--- src/rtl/ppa_pkg.sv ---
// Shared constants and types for the 16-bit Kogge-Stone adder slice.
// Optional input register stage is enabled with `define PPA_IN_REG_EN.
package ppa_pkg;

  localparam int PPA_WIDTH = 16;
  localparam int LEVELS    = $clog2(PPA_WIDTH);

  typedef struct packed {
    logic g;
    logic p;
  } gp_t;

  function automatic gp_t gp_bit(input logic a, input logic b);
    gp_t r;
    r.g = a & b;
    r.p = a ^ b;
    return r;
  endfunction

endpackage

--- src/rtl/ppa_if.sv ---
// Operand/result bundle for ppa_16; master drives operands, slave returns the sum.
interface ppa_if
  import ppa_pkg::*;
#(
  parameter int WIDTH = PPA_WIDTH
);

  logic [WIDTH-1:0] A;
  logic [WIDTH-1:0] B;
  logic             Cin;
  logic [WIDTH-1:0] S;
  logic             Cout;

  modport master (output A, output B, output Cin, input S, input Cout);
  modport slave  (input A, input B, input Cin, output S, output Cout);

endinterface

--- src/rtl/ppa_gp_cell.sv ---
// Kogge-Stone prefix operator: merges a high group with the adjacent low group.
module ppa_gp_cell (
  input  logic g_hi,
  input  logic p_hi,
  input  logic g_lo,
  input  logic p_lo,
  output logic g,
  output logic p
);

  assign g = g_hi | (p_hi & g_lo);
  assign p = p_hi & p_lo;

endmodule

--- src/rtl/ppa_16.sv ---
// Registered Kogge-Stone parallel-prefix adder with carry-in as prefix position -1.
// Defining PPA_IN_REG_EN adds a reset-to-zero register stage on A, B and Cin.
module ppa_16
  import ppa_pkg::*;
#(
  parameter int WIDTH = PPA_WIDTH
) (
  input logic  clk,
  input logic  rst_n,
  ppa_if.slave bus
);

  localparam int LVL = $clog2(WIDTH);

  logic [WIDTH-1:0] a_op;
  logic [WIDTH-1:0] b_op;
  logic             cin_op;

`ifdef PPA_IN_REG_EN
  logic [WIDTH-1:0] a_reg;
  logic [WIDTH-1:0] b_reg;
  logic             cin_reg;

  always_ff @(posedge clk or negedge rst_n) begin
    if (!rst_n) begin
      a_reg   <= '0;
      b_reg   <= '0;
      cin_reg <= 1'b0;
    end else begin
      a_reg   <= bus.A;
      b_reg   <= bus.B;
      cin_reg <= bus.Cin;
    end
  end

  assign a_op   = a_reg;
  assign b_op   = b_reg;
  assign cin_op = cin_reg;
`else
  assign a_op   = bus.A;
  assign b_op   = bus.B;
  assign cin_op = bus.Cin;
`endif

  gp_t bit_gp [WIDTH];
  // node[l][j]: group (g,p) after level l at prefix position j, where
  // position 0 is the carry-in and position j>0 is operand bit j-1.
  gp_t node [LVL+1][WIDTH];

  logic [WIDTH-1:0] s_next;
  logic             cout_next;
  logic             cout_p;
  logic [WIDTH-1:0] s_reg;
  logic             cout_reg;

  genvar gi;
  genvar gl;

  generate
    for (gi = 0; gi < WIDTH; gi++) begin : g_bits
      assign bit_gp[gi] = gp_bit(a_op[gi], b_op[gi]);
    end

    assign node[0][0] = '{g: cin_op, p: 1'b0};
    for (gi = 1; gi < WIDTH; gi++) begin : g_seed
      assign node[0][gi] = bit_gp[gi-1];
    end

    for (gl = 1; gl <= LVL; gl++) begin : g_lvl
      for (gi = 0; gi < WIDTH; gi++) begin : g_node
        if (gi >= (1 << (gl - 1))) begin : g_cell
          logic cg;
          logic cp;
          ppa_gp_cell u_cell (
            .g_hi (node[gl-1][gi].g),
            .p_hi (node[gl-1][gi].p),
            .g_lo (node[gl-1][gi - (1 << (gl - 1))].g),
            .p_lo (node[gl-1][gi - (1 << (gl - 1))].p),
            .g    (cg),
            .p    (cp)
          );
          assign node[gl][gi] = '{g: cg, p: cp};
        end else begin : g_pass
          assign node[gl][gi] = node[gl-1][gi];
        end
      end
    end

    // After LVL levels node[LVL][i].g spans bits i-1..-1, i.e. the carry into bit i.
    for (gi = 0; gi < WIDTH; gi++) begin : g_sum
      assign s_next[gi] = bit_gp[gi].p ^ node[LVL][gi].g;
    end
  endgenerate

  // The top bit needs one extra merge to span WIDTH-1..-1 for the carry-out.
  ppa_gp_cell u_cout (
    .g_hi (bit_gp[WIDTH-1].g),
    .p_hi (bit_gp[WIDTH-1].p),
    .g_lo (node[LVL][WIDTH-1].g),
    .p_lo (node[LVL][WIDTH-1].p),
    .g    (cout_next),
    .p    (cout_p)
  );

  always_ff @(posedge clk or negedge rst_n) begin
    if (!rst_n) begin
      s_reg    <= '0;
      cout_reg <= 1'b0;
    end else begin
      s_reg    <= s_next;
      cout_reg <= cout_next;
    end
  end

  assign bus.S    = s_reg;
  assign bus.Cout = cout_reg;

endmodule

--- src/flat_wrapper.sv ---
// flat-port wrapper written by rule: the top's interface ports become plain ports
module ppa_16_flat import ppa_pkg::*;
#(
  parameter int WIDTH = PPA_WIDTH
)
  (clk, rst_n, bus_A, bus_B, bus_Cin, bus_S, bus_Cout);
  ppa_if #(.WIDTH(WIDTH)) bus_i ();
  input logic clk;
  input logic rst_n;
  input wire logic [$bits(bus_i.A)-1:0] bus_A;
  input wire logic [$bits(bus_i.B)-1:0] bus_B;
  input wire logic [$bits(bus_i.Cin)-1:0] bus_Cin;
  output wire logic [$bits(bus_i.S)-1:0] bus_S;
  output wire logic [$bits(bus_i.Cout)-1:0] bus_Cout;
  assign bus_i.A = bus_A;
  assign bus_i.B = bus_B;
  assign bus_i.Cin = bus_Cin;
  assign bus_S = bus_i.S;
  assign bus_Cout = bus_i.Cout;
  ppa_16 #(.WIDTH(WIDTH)) u_core (.clk(clk), .rst_n(rst_n), .bus(bus_i));
endmodule
--- config.mk ---
export PLATFORM = sky130hd
export DESIGN_NAME = ppa_16_flat
export DESIGN_NICKNAME = d
export VERILOG_FILES = /design/src/rtl/ppa_pkg.sv /design/src/rtl/ppa_if.sv /design/src/rtl/ppa_gp_cell.sv /design/src/rtl/ppa_16.sv /design/src/flat_wrapper.sv
export SDC_FILE = /design/constraint.sdc
export NUM_CORES = 1
export LEC_CHECK = 0
export CAP_MARGIN = 20
export CORE_MARGIN = 4
export CORE_UTILIZATION = 62
export DETAILED_ROUTE_END_ITERATION = 8
export DONT_BUFFER_PORTS = 1
export GPL_TIMING_DRIVEN = 0
export PLACE_DENSITY_LB_ADDON = 0.1
export SYNTH_ARGS = -nofsm -noshare
export SYNTH_HDL_FRONTEND = slang
export SYNTH_SLANG_ARGS = --single-unit
--- constraint.sdc ---
create_clock -name clk -period 0.8 [get_ports clk]
set_clock_uncertainty 0.1 [all_clocks]
set_input_delay 0.2 -clock clk [delete_from_list [all_inputs] [get_ports clk]]
set_output_delay 0.2 -clock clk [all_outputs]
set_load 0.05 [all_outputs]
==> impl_metrics.ini <==
[status]
run_status = finished with violations
violations = negative hold slack, negative setup slack

[floorplanning]
rows = 15
num_io_pins = 52
dieArea_mm2 = 0.00273
die_x_um = 52.2
start_util_pct = 68.1
die_y_um = 52.2
core_mm2 = 0.00178

[yosys]
synth.distinct_cells = 31
synth_area_leaders = dfrtp_1 (35%), ha_1 (15%), xnor2_1 (5.1%)
ys_warn_count = 0
synth_edf_count = 0
synth_top_area_cell = dfrtp_1
synthMostInstantiatedCell = dfrtp_1
yosysSeqAreaShare_pct = 35.1
async_reset_ff_share_pct = 100
synth-seq-cells = 17
synthFlopType = dfrtp_1
syn_area_per_cell_um2 = 10.0
syn_inst = 121
synth_nets = 173
ys_top_cells_by_count = dfrtp_1 (17), ha_1 (15), a21oi_1 (10), nand2_1 (10), nor2_1 (9)
netlist_area_mm2 = 0.00121
synth.top_cell.area_share_pct = 35.1

[flow_run]
maxCapViolCount = 0

[cells_and_area]
diodes = 0
final_nets = 190
syn_to_final_growth_pct = 28.5
drive_gt1_share_pct = 45.3
stdcell_area_mm2 = 0.00156
stdcell_count = 162

[sta]
slew_headroom_pct = 49.5
fin_ws_ps = -1390
finalSetupViolations = 32
rsz0062_at_grt = true
drv_slew = 0
tightest_slew_ps = 758
period_needed_ps = 2190
hold_violations = 17
max_freq_mhz = 457
setup_tns_ps = -15710
whs_ps = -74.7
period_share_pct = 274

[cts]
cts_max_path_buffers = 2
path_clk_slew_ps = 110
numClockSinks = 17
cts.root.buffer_cell = clkbuf_4
htreeDepth = 1
cts_tree = built
hold_buffers = 1
cts_buffers = 3

[hold_path]
hold_class = in -> async

[grt]
grt_usage_pct = 23.4
grt_max_degree = 18
grt_pass1_vias = 1041
grt_pass1_wl_um = 4640
grt_remaining_overflow = 0
antenna_found_initial = 0

[setup_path]
worstPathArrival_ps = 2340
critPathCaptureType = flip-flop
crit_start = bus_Cin
cp-start-kind = input pin
crit_end = u_core.bus.S[15]
crit_required_ps = 950
path_max_fanout = 3
crit_type = in -> reg

[route]
drc_errors = 0
wl_per_cell_um = 23.3
routed_via_density = 6.77
first_pass_iters = 4
ant_nets = 0
dr.first_iter.drc_count = 31
wl_um = 3770
vias = 1097

[pwr]
total_power_uw = 3300
power_density_mw_per_mm2 = 2120
p_leak_uw = 0.000669
peakVddDrop_uv = 1320

[placed_design]
place_inst = 146
io_buffers = 0
dpl_cell_area_mm2 = 0.00134
dpl.hpwl_um = 2010
gp_congestion = 0.827
place_ws_ps = -1810
layer usage:
metal,vias up,share of wire (%),GRT usage (%),wire [um]
met5,-,0,0,0
met4,0,4.0,8.94,151
met3,18,9.4,4.27,356
met2,90,53,43.9,1990
met1,513,34,25.6,1280
li1,476,-,-,-
cell families after synthesis:
logic type                 count (synthesis)  synth area share [%]
DFF                                       17                  35.1
and+or+nand+nor                           29                  11.9
buffers and inverters                      7                  2.99
AOI/OAI and AO/OA                         38                  22.0
adders and majority gates                 17                  18.8
xor gates and xnor gates                  13                  9.38
sequential cells by signal, summed over array words and instances, names as in the netlist:
signal / flops
u_core.bus.S: 16
u_core.bus.Cout: 1
layout make-up:
cell class | instances | area [um2]
buffer | 2 | 17.5
clock buffer | 3 | 22.5
clock inverter | 1 | 5.00
fill | 84 | 224
inverter | 5 | 18.8
multi-input combinational | 97 | 923
sequential | 17 | 445
tap | 25 | 31.3
timing repair buffer | 12 | 95.1
placed cells by master, fill, tap and decap left out, types with 2 or more instances in the layout:
| cell | count |
|---|---|
| ha_2 | 4 |
| dfrtp_2 | 16 |
| nand2_1 | 10 |
| xnor2_1 | 5 |
| a21oi_1 | 5 |
| nor3_1 | 2 |
| clkbuf_4 | 4 |
| a21oi_2 | 4 |
| xnor2_2 | 2 |
| a221oi_4 | 2 |
| inv_1 | 5 |
| xor2_1 | 6 |
| ha_1 | 6 |
| nor2_1 | 8 |
| and3_1 | 2 |
| buf_4 | 11 |
| a21o_1 | 7 |
| o211ai_1 | 4 |
| o21ai_0 | 4 |
| ha_4 | 5 |
worst max-delay path, cell delays in order:
cell and delay, ps:
fa_2 390, a21o_1 220, a221oi_4 270, nor3_2 80
or3_4 390, a221oi_4 250, fa_1 460, inv_1 70
report_power, final:
part,leakage [uW],internal (uW),switching (uW),total [uW]
logic,0.000470,476,523,998
clock network,0.0000177,187,300,486
registers,0.000182,1070,751,1820
total,0.000669,1730,1570,3300
worst min path at each step:
stage	from	endpoint	slack, ps	cells after the start
finish	rst_n	u_core.bus.S[0]	-70	1
floorplan	rst_n	u_core.bus.Cout	-200	0
global placement	rst_n	u_core.bus.S[14]	-200	0
global route	rst_n	u_core.bus.S[1]	-40	1
CTS	bus_A[0]	u_core.bus.S[0]	8	1
detailed placement	rst_n	u_core.bus.S[2]	-200	0
metrics by stage:
step,utilization (%),hold slack (ps)
2_1_floorplan,-,-196
3_3_place_gp,75.3,-195
3_5_place_dp,75.3,-195
4_1_cts,83.4,8.41
5_1_grt,87.4,-38.4
6_report,87.4,-74.7
repair_timing:
action / CTS / global route
gates cloned: 0 / 0
pin swaps: 10 / 7
endpoints found under the hold margin: 17 / 17
buffers inserted: 5 / 6
endpoints found under the setup margin: 31 / 49
gates resized for setup: 10 / 6
No activity file was read; power rests on OpenSTA's default activity.
